**src/rtl/simon_pkg.sv**
```systemverilog
// Shared definitions for the Simon game controller: FSM state encoding,
// one-hot mode LED codes and pattern memory depth.
package simon_pkg;

    localparam int unsigned MEM_DEPTH = 64;
    localparam int unsigned MODE_W    = 4;

    typedef enum logic [1:0] {
        S_INPUT    = 2'd0,
        S_PLAYBACK = 2'd1,
        S_REPEAT   = 2'd2,
        S_DONE     = 2'd3
    } simon_state_e;

    localparam logic [MODE_W-1:0] MODE_INPUT    = 4'b0001;
    localparam logic [MODE_W-1:0] MODE_PLAYBACK = 4'b0010;
    localparam logic [MODE_W-1:0] MODE_REPEAT   = 4'b0100;
    localparam logic [MODE_W-1:0] MODE_DONE     = 4'b1000;

    // Mode LED pattern shown for each controller state.
    function automatic logic [MODE_W-1:0] mode_of(input simon_state_e s);
        logic [MODE_W-1:0] m;
        case (s)
            S_INPUT:    m = MODE_INPUT;
            S_PLAYBACK: m = MODE_PLAYBACK;
            S_REPEAT:   m = MODE_REPEAT;
            S_DONE:     m = MODE_DONE;
            default:    m = MODE_INPUT;
        endcase
        return m;
    endfunction

endpackage

```
**src/rtl/simon_hold_timer.sv**
```systemverilog
// Loadable down-counter that stops at zero; load wins over tick.
// Used for playback pacing and for the REPEAT inactivity limit.
module simon_hold_timer #(
    parameter int unsigned W = 4
) (
    input  logic         clk,
    input  logic         rst_n,
    input  logic         i_load,
    input  logic [W-1:0] i_load_val,
    input  logic         i_tick,
    output logic         o_zero_c
);

    logic [W-1:0] r_cnt;

    always_ff @(posedge clk or negedge rst_n) begin
        if (!rst_n) begin
            r_cnt <= '0;
        end else if (i_load) begin
            r_cnt <= i_load_val;
        end else if (i_tick && (r_cnt != '0)) begin
            r_cnt <= r_cnt - W'(1);
        end
    end

    assign o_zero_c = (r_cnt == '0);

endmodule

```
**src/rtl/simon_control.sv**
```systemverilog
// Simon game control FSM: Mealy pulses to the datapath, playback pacing, mode LEDs.
// Optional REPEAT inactivity timeout enabled by defining SIMON_TIMEOUT_EN.
module simon_control
    import simon_pkg::*;
#(
    parameter int unsigned HOLD_CYCLES    = 50_000_000,
    parameter int unsigned TIMEOUT_CYCLES = 500_000_000
) (
    input  logic              clk,
    input  logic              rst,
    input  logic              step,
    input  logic              dp_legal,
    input  logic              dp_match,
    input  logic              dp_play_last,
    input  logic              dp_full,
    output logic              dp_wr_en,
    output logic              dp_len_inc,
    output logic              dp_idx_clr,
    output logic              dp_idx_inc,
    output logic              dp_show_mem,
    output logic [MODE_W-1:0] mode_leds
);

    localparam int unsigned TMR_MAX = (HOLD_CYCLES > TIMEOUT_CYCLES) ? HOLD_CYCLES : TIMEOUT_CYCLES;
    localparam int unsigned TMR_W   = $clog2(TMR_MAX);
    localparam logic [TMR_W-1:0] HOLD_RELOAD = TMR_W'(HOLD_CYCLES - 1);

    simon_state_e r_state;
    simon_state_e w_next_state;
    logic         w_hold_load;
    logic         w_hold_tick;
    logic         w_hold_zero;

    simon_hold_timer #(.W(TMR_W)) u_hold (
        .clk        (clk),
        .rst_n      (rst),
        .i_load     (w_hold_load),
        .i_load_val (HOLD_RELOAD),
        .i_tick     (w_hold_tick),
        .o_zero_c   (w_hold_zero)
    );

`ifdef SIMON_TIMEOUT_EN
    localparam logic [TMR_W-1:0] TO_RELOAD = TMR_W'(TIMEOUT_CYCLES - 1);

    logic w_to_load;
    logic w_to_tick;
    logic w_to_zero;

    // Counts down from the limit; held at the limit outside REPEAT and on each step.
    simon_hold_timer #(.W(TMR_W)) u_timeout (
        .clk        (clk),
        .rst_n      (rst),
        .i_load     (w_to_load),
        .i_load_val (TO_RELOAD),
        .i_tick     (w_to_tick),
        .o_zero_c   (w_to_zero)
    );
`endif

    always_ff @(posedge clk or negedge rst) begin
        if (!rst) begin
            r_state <= S_INPUT;
        end else begin
            r_state <= w_next_state;
        end
    end

    // Next state and datapath pulses; everything forced quiet while reset is held.
    always_comb begin
        w_next_state = r_state;
        dp_wr_en     = 1'b0;
        dp_len_inc   = 1'b0;
        dp_idx_clr   = 1'b0;
        dp_idx_inc   = 1'b0;
        dp_show_mem  = 1'b0;
        mode_leds    = mode_of(r_state);
        w_hold_load  = 1'b0;
        w_hold_tick  = 1'b0;
`ifdef SIMON_TIMEOUT_EN
        w_to_load    = 1'b1;
        w_to_tick    = 1'b0;
`endif
        if (rst) begin
            unique case (r_state)
                S_INPUT: begin
                    if (step && dp_legal) begin
                        dp_wr_en     = 1'b1;
                        dp_len_inc   = 1'b1;
                        dp_idx_clr   = 1'b1;
                        w_hold_load  = 1'b1;
                        w_next_state = S_PLAYBACK;
                    end
                end
                S_PLAYBACK, S_DONE: begin
                    dp_show_mem = 1'b1;
                    if (w_hold_zero) begin
                        w_hold_load = 1'b1;
                        if (dp_play_last) begin
                            dp_idx_clr = 1'b1;
                            if (r_state == S_PLAYBACK) begin
                                w_next_state = S_REPEAT;
                            end
                        end else begin
                            dp_idx_inc = 1'b1;
                        end
                    end else begin
                        w_hold_tick = 1'b1;
                    end
                end
                S_REPEAT: begin
                    if (step) begin
                        if (!dp_match || (dp_play_last && dp_full)) begin
                            dp_idx_clr   = 1'b1;
                            w_hold_load  = 1'b1;
                            w_next_state = S_DONE;
                        end else if (!dp_play_last) begin
                            dp_idx_inc = 1'b1;
                        end else begin
                            w_next_state = S_INPUT;
                        end
                    end
`ifdef SIMON_TIMEOUT_EN
                    else if (w_to_zero) begin
                        dp_idx_clr   = 1'b1;
                        w_hold_load  = 1'b1;
                        w_next_state = S_DONE;
                    end
                    w_to_load = step;
                    w_to_tick = !step;
`endif
                end
                default: begin
                    w_next_state = S_INPUT;
                end
            endcase
        end
    end

endmodule

```
**config.mk**
```make
export PLATFORM = sky130hd
export DESIGN_NAME = simon_control
export DESIGN_NICKNAME = d
export VERILOG_FILES = /design/src/rtl/simon_pkg.sv /design/src/rtl/simon_hold_timer.sv /design/src/rtl/simon_control.sv
export SDC_FILE = /design/constraint.sdc
export NUM_CORES = 1
export LEC_CHECK = 0
export ABC_CLOCK_PERIOD_IN_PS = 3360
export CAP_MARGIN = 0
export CELL_PAD_IN_SITES_DETAIL_PLACEMENT = 1
export CELL_PAD_IN_SITES_GLOBAL_PLACEMENT = 1
export CORE_MARGIN = 5
export CORE_UTILIZATION = 45
export CTS_BUF_LIST = sky130_fd_sc_hd__clkbuf_8
export CTS_CLUSTER_SIZE = 8
export DETAILED_ROUTE_END_ITERATION = 8
export GPL_TIMING_DRIVEN = 0
export PLACE_DENSITY = 0.91
export SYNTH_ARGS = -nofsm -noshare
export SYNTH_HDL_FRONTEND = slang
export SYNTH_SLANG_ARGS = --single-unit
```
**constraint.sdc**
```tcl
create_clock -name clk -period 3.36 [get_ports clk]
set_input_delay 0.84 -clock clk [delete_from_list [all_inputs] [get_ports clk]]
set_output_delay 0.84 -clock clk [all_outputs]
set_load 0.005 [all_outputs]
```
# After elaboration in Yosys (flattened, before gate mapping)
# Cells that the tools add are included.
word_totals:
  register_bits: 31
  inputBits: 7
  out_inout_bits: 9
op_classes:
  n_addsub: 1
  n_eq_ne: 9
  muxes: 34
  reduce_logical: 11
ops:
  columns: ["operator", "count"]
  rows:
  - ["$mux W29", 2]
  - ["$logic_not A29 Y1", 1]
  - ["$reduce_bool A29 Y1", 1]
  - ["$sub A29 B1 Y29 const B", 1]
  - ["$mux W1", 20]
  - ["$pmux W4 S4", 1]
  - ["$mux W2", 7]
  - ["$ne A2 B2 Y1 const B", 4]
  - ["$reduce_and A7 Y1", 1]
  - ["$pmux W1 S3", 2]
  - ["$pmux W2 S3", 1]
  - ["$eq A2 B2 Y1 const B", 2]
  - ["$logic_and A1 B1 Y1", 3]
  - ["$ne A3 B3 Y1 const B", 1]
  - ["$eq A2 B1 Y1 const B", 1]
  - ["$logic_not A2 Y1", 1]
  - ["$ne A2 B1 Y1 const B", 1]
  - ["$pmux W1 S2", 1]
  - ["$reduce_bool A2 Y1", 1]
  - ["$reduce_or A2 Y1", 1]
  - ["$logic_not A1 Y1", 1]
  - ["$logic_or A1 B1 Y1", 1]

# Longest topological paths before layout
# Gate-level depths: netlist of run 1.
depth:
  word_depth: 7
  ltp_mapped: 9
  depth_no_buf: 7

# Modules after synthesis
# A second synthesis of run 1 with hierarchy kept.
unflattened:
  cells_unflattened: 251
  area_unflattened_um2: 2175.8
by_module_without_submodules:
  columns: ["module", "n_inst", "cells_each", "area_per_inst_um2"]
  rows:
  - ["simon_hold_timer", 1, 215, 1883.1]
  - ["simon_control", 1, 36, 292.8]

# Worst setup path before layout of run 1
# No wires, ideal clock.
synth_timing:
  path_kind: "reg-to-output"
  start: "register u_hold.r_cnt[0]"
  end: "output port dp_idx_clr"
  t_arrival_ps: 2205
  required_ps: 2520
  setup_slack_ps: 315
  path_stages_with_launch: 10
  path_buffers: 2
  cell_sequence: "dfrtp_1 -> inv_1 -> ha_1 -> or3b_1 -> or4_1 -> buf_2 -> nor2_1 -> a21oi_1 -> buf_2 -> nor2_1"
synth_via:
  elab_chain_cells: 4
synth_lines:
  columns: ["item", "line_no", "source"]
  rows:
  - ["start: declaration", "simon_hold_timer.sv:14", "logic [W-1:0] r_cnt;"]
  - ["start signal: assignment", "simon_hold_timer.sv:20", "r_cnt <= i_load_val;"]
  - ["start signal: assignment", "simon_hold_timer.sv:22", "r_cnt <= r_cnt - W'(1);"]
  - ["$logic_not A29 Y1", "simon_hold_timer.sv:26", "assign o_zero_c = (r_cnt == '0);"]
  - ["$mux W1", "simon_control.sv:97", "if (w_hold_zero) begin"]
  - ["$pmux W1 S3", "simon_control.sv:85", "unique case (r_state)"]
  - ["$mux W1", "simon_control.sv:84", "if (rst) begin"]
  - ["end: declaration", "simon_control.sv:18", "output logic dp_idx_clr,"]
# No other way between the ends.

# Worst setup path after layout of run 1
layout_timing:
  start: "register u_hold.r_cnt[7]"
  end: "output port dp_idx_clr"
# The elaborated chain is that of the path after synthesis.

==> qor.csv, run 1 <==
stage;metric;value;unit
outcome;status;complete, no violations;
timing;slew_headroom;0.0987;
global_routing;antenna_found_initial;0;
drt;drt_iter0_drc;82;
critical_path;critical_path_required;2.52;ns
cts;clock-root-buffer;clkbuf_8;
finish;layout_common_cells;dfrtp_1, nand2_1, nor2_1, a21oi_1, clkdlybuf4s50_1;
global_routing;grt_pass1_wl;9330;um
finish;final_cells;278;
timing;setup_violations;0;
cts;cts_max_path_buffers;2;
cts;cts_buffers;5;
synth;ys_warn_count;0;
drt;vias;1664;
cts;tritoncts;yes;
power_and_ir_drop;p_leak;0.941;nW
power_and_ir_drop;peakVddDrop;0.000308;V
finish;syn2layout_area_growth;28.1;%
drt;final_antenna_net_count;0;
critical_path;crit_type;reg -> out;
timing;grt_setup_unrepaired;no;
floorplanning;start_util;0.462;
job;cap_violations;0;
timing;worst_pin_slew;1.34;ns
finish;layout_commonest_cell;dfrtp_1;
drt;wl;5420;um
synth;yosysSeqAreaShare;0.423;
power_and_ir_drop;switching_share;0.363;
cts;h-tree-depth;2;
drt;drc;0;
global_routing;grt_max_degree;38;
critical_path;path_max_fanout;5;
finish;finalNetCount;235;
synth;synth_edf_count;0;
timing;timing.fmax;310;MHz
synth;synth_nets;205;
timing;drv_slew;0;
critical_path;critical_path_arrival;2.39;ns
place;gp_congestion;0.735;
synth;synth_ff_type;dfrtp_1;
synth;synth_cells;197;
power_and_ir_drop;combPwrFrac;0.314;
timing;report.final.hold_viol_count;0;
synth;synthesis.area;1830;um^2
synth;synth.distinct_cells;48;
drt;vias_per_cell;5.99;
timing;skew;0.00761;ns
finish;n_antenna_cell;0;
finish;drive_gt1_frac;0.228;
place;portBuffers;15;
power_and_ir_drop;internal-power;0.000963;W
floorplanning;row_count;23;
finish;multi_input_area;1100;um^2
drt;drt-pass1-iter-count;4;
floorplanning;die_x;73.8;um
cts;clock-sinks;31;
power_and_ir_drop;p_seq_frac;0.426;
timing;period_share;0.961;
power_and_ir_drop;total_power;0.00151;W
global_routing;grt_overflow_total;0;
drt;avgRoutedWirePerCell;19.5;um
cts;clk_pin_slew;0.07;ns
power_and_ir_drop;powerDensity;643;nW/um^2
global_routing;grt_usage;0.230;
synth;synthArstFlopShare;1.00;
synth;syn_avg_cell_area;9.30;um^2
place;dp_cells;262;
timing;whs;0.402;ns
cts;clkLatencyLatePin;0.30;ns
place;hpwl;3260;um
floorplanning;boundaryPins;16;
critical_path;cp-start-kind;flip-flop;
critical_path;crit_path_end_kind;output pin;
global_routing;grt_pass1_vias;1794;
power_and_ir_drop;clock_power_share;0.260;
timing;tns;0;ns
finish;final_util;0.591;
min_path;hp-class;in -> async;
floorplanning;coreArea;3970;um^2
power_and_ir_drop;p_sw;0.000548;W
floorplanning;die-height;73.8;um
finish;n_fill_cell;435;
synth;synth-seq-cells;31;
floorplanning;die-area;5450;um^2
finish;layout.area.seq;777;um^2
timing;period_needed;3.23;ns
worst max-delay path, stage by stage (launching register included):
cell and delay [ns]:
dfrtp_2 0.42, or4_4 0.58, or4_4 0.53, buf_6 0.14, nor2_4 0.11, a21oi_4 0.08, nor2_1 0.10, buf_2 0.11
area by class of cell:
cell class	count	share of cell area
Timing Repair Buffer	24	0.0906
Inverter	3	0.00479
Buffer	11	0.0293
Clock buffer	6	0.0352
Multi-Input combinational cell	151	0.468
Clock inverter	2	0.0149
Tap cell	50	0.0266
Sequential cell	31	0.331
layer usage:
layer  wire length, um  up-vias  GRT usage
met5                 0        -          0
met4               116        0     0.0905
met3               127       10     0.0465
met2              2790       26      0.388
met1              2390      844      0.287
li1                  -      784          -
registers in the layout (all words and copies together), names as in the netlist:
name	count
u_hold.r_cnt	29
r_state	2
power by group through the flow:
stage	logic (W)	clock network [W]	registers [W]
2_1_floorplan	0.000291	0	0.000590
3_3_place_gp	0.000354	0	0.000613
3_5_place_dp	0.000372	0	0.000622
4_1_cts	0.000421	0.000397	0.000640
5_1_grt	0.000532	0.000417	0.000664
6_report	0.000475	0.000392	0.000644
cells by family after synthesis:
kind of cell,synth area share
compound gates,0.167
flops,0.423
simple gates,0.283
xor+xnor,0.0812
fa+ha+maj,0.00682
buf+inv,0.0389
final timing paths:
| kind | from | cells past startpoint | slack [ns] | to |
|---|---|---|---|---|
| hold reg to reg | u_hold.r_cnt[21] | 2 | 0.53 | u_hold.r_cnt[21] |
| min in group clk | u_hold.r_cnt[21] | 2 | 0.53 | u_hold.r_cnt[21] |
| setup reg to reg | u_hold.r_cnt[7] | 5 | 0.49 | u_hold.r_cnt[23] |
| max in group asynchronous | rst | 1 | 2.72 | u_hold.r_cnt[7] |
| hold / removal | rst | 1 | 0.40 | u_hold.r_cnt[4] |
| setup / recovery | u_hold.r_cnt[7] | 7 | 0.13 | dp_idx_clr |
through the flow:
stage,setup WS [ns],cell area [um^2]
floorplan,0.315,1830
global placement,-2.16,2050
detailed placement,-1.13,2040
CTS,-0.00267,2300
global route,0.0161,2350
finish,0.132,2350
synth_stat cells (all sizes together), types with 6 or more instances:
library cell | number | area share
dfrtp | 31 | 0.42
nand2 | 19 | 0.039
nor2 | 16 | 0.033
a21oi | 14 | 0.038
xnor2 | 9 | 0.043
xor2 | 8 | 0.038
clkbuf | 7 | 0.014
nor3 | 7 | 0.019
or4 | 7 | 0.033
nand3 | 6 | 0.016
o31ai | 6 | 0.030
what timing repair did:
| item | CTS | global route |
|---|---|---|
| setup endpoints to repair | 2 | 2 |
| hold buffers | 0 | 0 |
| pin swaps | 5 | 6 |
| setup buffers | 3 | 6 |
| resized for setup | 34 | 6 |
| cloned | 0 | 0 |
Note: power is estimated with default switching activity, not from simulation.
==> inputs of run 2 (changes only) <==
--- a/config.mk
+++ b/config.mk
@@ -7,15 +7,15 @@
 export LEC_CHECK = 0
 export ABC_CLOCK_PERIOD_IN_PS = 3360
 export CAP_MARGIN = 0
-export CELL_PAD_IN_SITES_DETAIL_PLACEMENT = 1
+export CELL_PAD_IN_SITES_DETAIL_PLACEMENT = 0
 export CELL_PAD_IN_SITES_GLOBAL_PLACEMENT = 1
 export CORE_MARGIN = 5
-export CORE_UTILIZATION = 45
+export CORE_UTILIZATION = 40
 export CTS_BUF_LIST = sky130_fd_sc_hd__clkbuf_8
 export CTS_CLUSTER_SIZE = 8
 export DETAILED_ROUTE_END_ITERATION = 8
 export GPL_TIMING_DRIVEN = 0
-export PLACE_DENSITY = 0.91
+export PLACE_DENSITY_LB_ADDON = 0.1
 export SYNTH_ARGS = -nofsm -noshare
 export SYNTH_HDL_FRONTEND = slang
 export SYNTH_SLANG_ARGS = --single-unit
==> run 2 against run 1 <==
  * Final area shrank 4.0%
  * Largest power group unchanged
  * Critical path type unchanged
  * Maximum frequency shrank 0.97%
  * Sequential share of layout area grew 1.4 points
  * Wire length shrank 19%
  * Cell count shrank 0.36%
  * Critical path depth grew 1
  * First-iteration DRC count shrank 35%
  * Non-clock buffer count shrank 3
  * Die area grew 11%
  * Register-to-register slack gained 0.06 ns
  * Sequential power shrank 2%
==> qor.csv, run 2 (same netlist as run 1, synthesis figures left out) <==
stage;metric;value;unit
critical_path;critical_path_arrival;2.42;ns
floorplanning;boundaryPins;16;
timing;drv_slew;0;
floorplanning;die-area;6040;um^2
floorplanning;coreArea;4410;um^2
finish;finalInstanceArea;2250;um^2
drt;vias;1574;
finish;n_fill_cell;406;
power_and_ir_drop;powerDensity;590;nW/um^2
global_routing;grt_overflow_total;0;
place;dp_cells;264;
finish;reg_top3;u_hold.r_cnt: 29 flops, r_state: 2 flops;
floorplanning;start_util;0.415;
cts;clk_pin_slew;0.07;ns
global_routing;antenna_found_initial;0;
timing;period_share;0.970;
floorplanning;row_count;24;
global_routing;grt_pass1_vias;1471;
drt;avgRoutedWirePerCell;15.9;um
global_routing;grt_pass1_wl;7460;um
cts;tritoncts;yes;
place;place_area;2040;um^2
timing;report.final.hold_viol_count;0;
global_routing;grt_max_degree;38;
global_routing;grt_usage;0.155;
drt;final_antenna_net_count;0;
cts;clock-root-buffer;clkbuf_8;
power_and_ir_drop;p_leak;0.911;nW
outcome;status;complete, no violations;
finish;largest_reg_flops;29;
timing;timing.fmax;307;MHz
critical_path;critical_path_required;2.52;ns
drt;drt-pass1-iter-count;4;
drt;drc;0;
finish;drive_gt1_frac;0.196;
critical_path;cp-start-kind;flip-flop;
finish;layout_commonest_cell;dfrtp_1;
finish;final_util;0.511;
drt;wl;4410;um
finish;syn2layout_area_growth;23.0;%
finish;regMostFlops;u_hold.r_cnt;
critical_path;crit_path_end_kind;output pin;
cts;cts_buffers;5;
cts;h-tree-depth;2;
critical_path;path_max_fanout;4;
finish;n_antenna_cell;0;
timing;skew;0.00710;ns
critical_path;crit_type;reg -> out;
timing;slew_headroom;0.145;
cts;ctsHoldBuffers;0;
cts;cts_max_path_buffers;2;
cts;clock-sinks;31;
finish;layout_common_cells;dfrtp_1, nand2_1, nor2_1, a21oi_1, clkdlybuf4s50_1;
place;hpwl;3040;um
place;portBuffers;15;
drt;vias_per_cell;5.68;
power_and_ir_drop;total_power;0.00133;W
floorplanning;die_x;77.7;um
drt;drt_iter0_drc;53;
timing;period_needed;3.26;ns
timing;worst_pin_slew;1.27;ns
cts;clkLatencyLatePin;0.28;ns
finish;final_cells;277;
power_and_ir_drop;peakVddDrop;0.000210;V
place;gp_congestion;0.764;
floorplanning;die-height;77.7;um
finish;finalNetCount;232;
timing;setup_violations;0;
timing;tns;0;ns
min_path;hp-class;in -> async;
job;cap_violations;0;
==> run 2: area by class of cell <==
class / instances / area (um^2) / share of cell area
Inverter: 3 / 11.3 / 0.00499
Timing Repair Buffer: 22 / 203 / 0.0899
Multi-Input combinational cell: 151 / 1060 / 0.471
Clock inverter: 3 / 12.5 / 0.00555
Buffer: 10 / 55.1 / 0.0244
Tap cell: 52 / 65.1 / 0.0289
Clock buffer: 5 / 68.8 / 0.0305
Sequential cell: 31 / 777 / 0.345
==> run 2: stage by stage <==
| step | setup WS [ns] | hold WS [ns] |
|---|---|---|
| floorplan | 0.315 | 0.478 |
| global placement | -2.18 | 0.498 |
| detailed placement | -1.14 | 0.509 |
| CTS | -0.147 | 0.416 |
| global route | -0.00724 | 0.391 |
| finish | 0.101 | 0.380 |
==> run 2: critical path, stage by stage (launching register included) <==
cell	delay, ns
dfrtp_1	0.41
inv_1	0.07
ha_2	0.18
or3b_4	0.39
or4_4	0.59
nor2_4	0.17
a21oi_4	0.09
nor2_1	0.11
buf_2	0.12
==> run 2: routing by layer <==
layer	vias up	wire length, um	track usage
met2	21	2080	0.235
met1	772	2150	0.219
met5	-	0	0
li1	775	-	-
met4	0	41	0.0412
met3	6	137	0.0394
==> run 2: final timing paths <==
check	from	end	slack (ns)	cells past startpoint
setup / recovery	u_hold.r_cnt[1]	dp_idx_clr	0.10	8
hold / removal	rst	u_hold.r_cnt[2]	0.38	1
setup reg to reg	u_hold.r_cnt[0]	u_hold.r_cnt[23]	0.55	6
hold reg to reg	u_hold.r_cnt[28]	u_hold.r_cnt[28]	0.53	1
max in group asynchronous	rst	u_hold.r_cnt[7]	2.79	1
min in group clk	u_hold.r_cnt[28]	u_hold.r_cnt[28]	0.53	1
==> run 2: what timing repair did <==
action / in CTS / in global routing
setup endpoints to repair: 2 / 2
setup buffers: 2 / 5
pin swaps: 1 / 3
gates resized for setup: 28 / 7
==> run 2: report_power, final <==
part | internal [W] | leakage (nW) | switching, W
Sequential | 0.000486 | 0.383 | 0.000142
Clock | 0.000139 | 0.0505 | 0.000138
Combinational | 0.000216 | 0.477 | 0.000210
==> inputs of run 3 (changes only) <==
--- a/config.mk
+++ b/config.mk
@@ -6,7 +6,7 @@
 export NUM_CORES = 1
 export LEC_CHECK = 0
 export ABC_CLOCK_PERIOD_IN_PS = 3360
-export CAP_MARGIN = 0
+export CAP_MARGIN = 5
 export CELL_PAD_IN_SITES_DETAIL_PLACEMENT = 0
 export CELL_PAD_IN_SITES_GLOBAL_PLACEMENT = 1
 export CORE_MARGIN = 5
@@ -18,4 +18,5 @@
 export PLACE_DENSITY_LB_ADDON = 0.1
 export SYNTH_ARGS = -nofsm -noshare
 export SYNTH_HDL_FRONTEND = slang
+export SYNTH_HIERARCHICAL = 1
 export SYNTH_SLANG_ARGS = --single-unit
==> run 3 against run 2 <==
  * Largest power group unchanged
  * Combinational power up 16%
  * Non-clock buffer count shrank 1
  * Area after synthesis rose by 19%
  * Via count is 29% higher
  * First-iteration DRC count grew 100%
  * Register-to-register slack worse by 0.27 ns
  * Die area rose by 16%
  * Critical path type unchanged
  * Clock power rose by 3%
  * Wire length is 32% higher
  * Largest cell class unchanged
  * Synthesized cell count grew 27%
==> qor.csv, run 3 <==
stage;metric;value;unit
power_and_ir_drop;p_leak;1.03;nW
cts;cts_buffers;5;
floorplanning;boundaryPins;16;
synth;ys_warn_count;6;
global_routing;grt_usage;0.175;
synth;synthesis.area;2180;um^2
finish;layout_commonest_cell;dfrtp_1;
timing;report.final.hold_viol_count;0;
power_and_ir_drop;powerDensity;565;nW/um^2
synth;synth.largest_area_cell;dfrtp_1;
place;gp_congestion;0.825;
drt;vias;2038;
finish;finalNetCount;313;
min_path;hp-class;in -> async;
floorplanning;die-area;7010;um^2
drt;drt-pass1-iter-count;4;
timing;setup_violations;0;
finish;regMostFlops;u_hold/r_cnt;
floorplanning;coreArea;5200;um^2
critical_path;critical_path_required;2.52;ns
synth;syn_avg_cell_area;8.67;um^2
timing;grt_setup_unrepaired;no;
timing;slew_headroom;0.458;
global_routing;grt_overflow_total;0;
timing;period_needed;3.21;ns
global_routing;antenna_found_initial;0;
synth;synth-seq-cells;31;
drt;avgRoutedWirePerCell;15.5;um
synth;synthArstFlopShare;1.00;
synth;yosysSeqAreaShare;0.357;
finish;layout_common_cells;dfrtp_1, conb_1, nor2_1, nand2_1, o21ai_0;
floorplanning;row_count;26;
drt;final_antenna_net_count;0;
global_routing;grt_max_degree;39;
synth;synth_cells;251;
cts;clk_pin_slew;0.07;ns
cts;clock-sinks;31;
finish;n_antenna_cell;0;
floorplanning;start_util;0.418;
power_and_ir_drop;total_power;0.00150;W
timing;worst_pin_slew;0.806;ns
timing;timing.fmax;312;MHz
critical_path;crit_path_end_kind;output pin;
synth;synth_most_common_cell;dfrtp_1;
drt;drc;0;
drt;vias_per_cell;5.43;
finish;final_util;0.511;
critical_path;critical_path_arrival;2.37;ns
timing;skew;0.00885;ns
global_routing;grt_pass1_vias;1890;
timing;period_share;0.955;
power_and_ir_drop;peakVddDrop;0.000363;V
synth;synth_ff_type;dfrtp_1;
outcome;status;complete, no violations;
cts;clkLatencyLatePin;0.29;ns
synth;synth_area_leaders;dfrtp_1, nor2_1, nand2_1, a31oi_1, o21ai_0;
finish;largest_reg_flops;29;
critical_path;cp-start-kind;flip-flop;
synth;synth_common_cells;dfrtp_1, nor2_1, nand2_1;
synth;synth_edf_count;0;
cts;tritoncts;yes;
place;dp_cells;362;
finish;final_cells;375;
finish;syn2layout_area_growth;22.2;%
synth;synth.distinct_cells;64;
global_routing;grt_pass1_wl;9920;um
drt;drt_iter0_drc;108;
synth;synth.top_cell.area_share;0.357;
timing;whs;0.540;ns
place;portBuffers;14;
finish;reg_top3;u_hold/r_cnt: 29 flops, r_state: 2 flops;
critical_path;crit_type;reg -> out;
cts;h-tree-depth;2;
finish;n_fill_cell;515;
job;cap_violations;0;
floorplanning;die_x;83.8;um
cts;cts_max_path_buffers;2;
critical_path;path_max_fanout;4;
cts;clock-root-buffer;clkbuf_8;
timing;drv_slew;0;
finish;drive_gt1_frac;0.157;
floorplanning;die-height;83.8;um
place;hpwl;4150;um
drt;wl;5820;um
[run 3: cell count changes in the layout (fill, tap and decap cells not counted), sizes merged, moves of 5 or more]
cell / change
o21ai: +9
or3: +5
nor2: +8
a21oi: -11
inv: +6
nor4: +5
a31oi: +12
xor2: -6
conb: +29
[run 3: where the power goes]
| group | switching [W] | total, W | leakage [nW] | internal (W) |
|---|---|---|---|---|
| Combinational | 0.000250 | 0.000495 | 0.617 | 0.000245 |
| Sequential | 0.000197 | 0.000721 | 0.361 | 0.000524 |
| Clock | 0.000147 | 0.000286 | 0.0505 | 0.000139 |
| Total | 0.000594 | 0.00150 | 1.03 | 0.000908 |
[run 3: worst paths after layout]
check	startpoint	end	slack, ns	depth (start not counted)
worst max-delay path	u_hold/r_cnt[9]	dp_idx_inc	0.15	7
worst min-delay path	rst	u_hold/r_cnt[21]	0.54	1
worst max register to register	u_hold/r_cnt[12]	u_hold/r_cnt[16]	0.28	11
max in group asynchronous	rst	u_hold/r_cnt[10]	2.46	1
min in group clk	u_hold/r_cnt[11]	u_hold/r_cnt[11]	0.59	2
worst min register to register	u_hold/r_cnt[11]	u_hold/r_cnt[11]	0.59	2
[run 3: area by class of cell]
cell class                 instances  area (um^2)  share of cell area
buffer                            12         76.3              0.0287
clock buffer                       5         68.8              0.0259
clock inverter                     3         12.5             0.00471
inverter                          10         37.5              0.0141
multi-input combinational        225         1440               0.540
sequential                        31          776               0.292
tap                               70         87.6              0.0329
timing repair buffer              19          165              0.0621
[run 3: kinds of logic after synthesis]
kind of cell / Yosys count / synth area share
AO/OA/AOI/OAI: 61 / 0.204
XOR/XNOR: 9 / 0.0362
adder cells (fa/ha/maj): 2 / 0.0115
buffers and inverters: 22 / 0.0506
flip-flops: 31 / 0.357
multiplexers: 4 / 0.0196
other: 2 / 0.00345
AND/OR/NAND/NOR: 120 / 0.318
[run 3: routing by layer]
layer  global-route usage  share of wire
met3               0.0385          0.054
met4               0.0482         0.0088
met2                0.259           0.44
met1                0.255           0.49
met5                    0              0
[run 3: through the flow]
stage / TNS, ns / worst slack [ns] / cell area, um^2
6_report: 0 / 0.151 / 2660
5_1_grt: 0 / 0.00524 / 2660
4_1_cts: 0 / 0.0593 / 2650
3_5_place_dp: -6.19 / -0.592 / 2500
3_3_place_gp: -37.06 / -1.34 / 2500
2_1_floorplan: 0 / 0.322 / 2280
[run 3: worst max-delay path: stages, from the launching register on]
cell,delay [ns]
dfrtp_1,0.40
or4_4,0.59
nor4_4,0.30
and3_4,0.22
and2_1,0.14
a41oi_1,0.05
nor3b_1,0.23
clkbuf_2,0.15
[run 3: repair_timing]
item,4_1_cts,5_1_grt
pin swaps,3,3
setup buffers,5,0
gates resized for setup,10,9
hold buffers,0,0
endpoints found under the setup margin,18,16
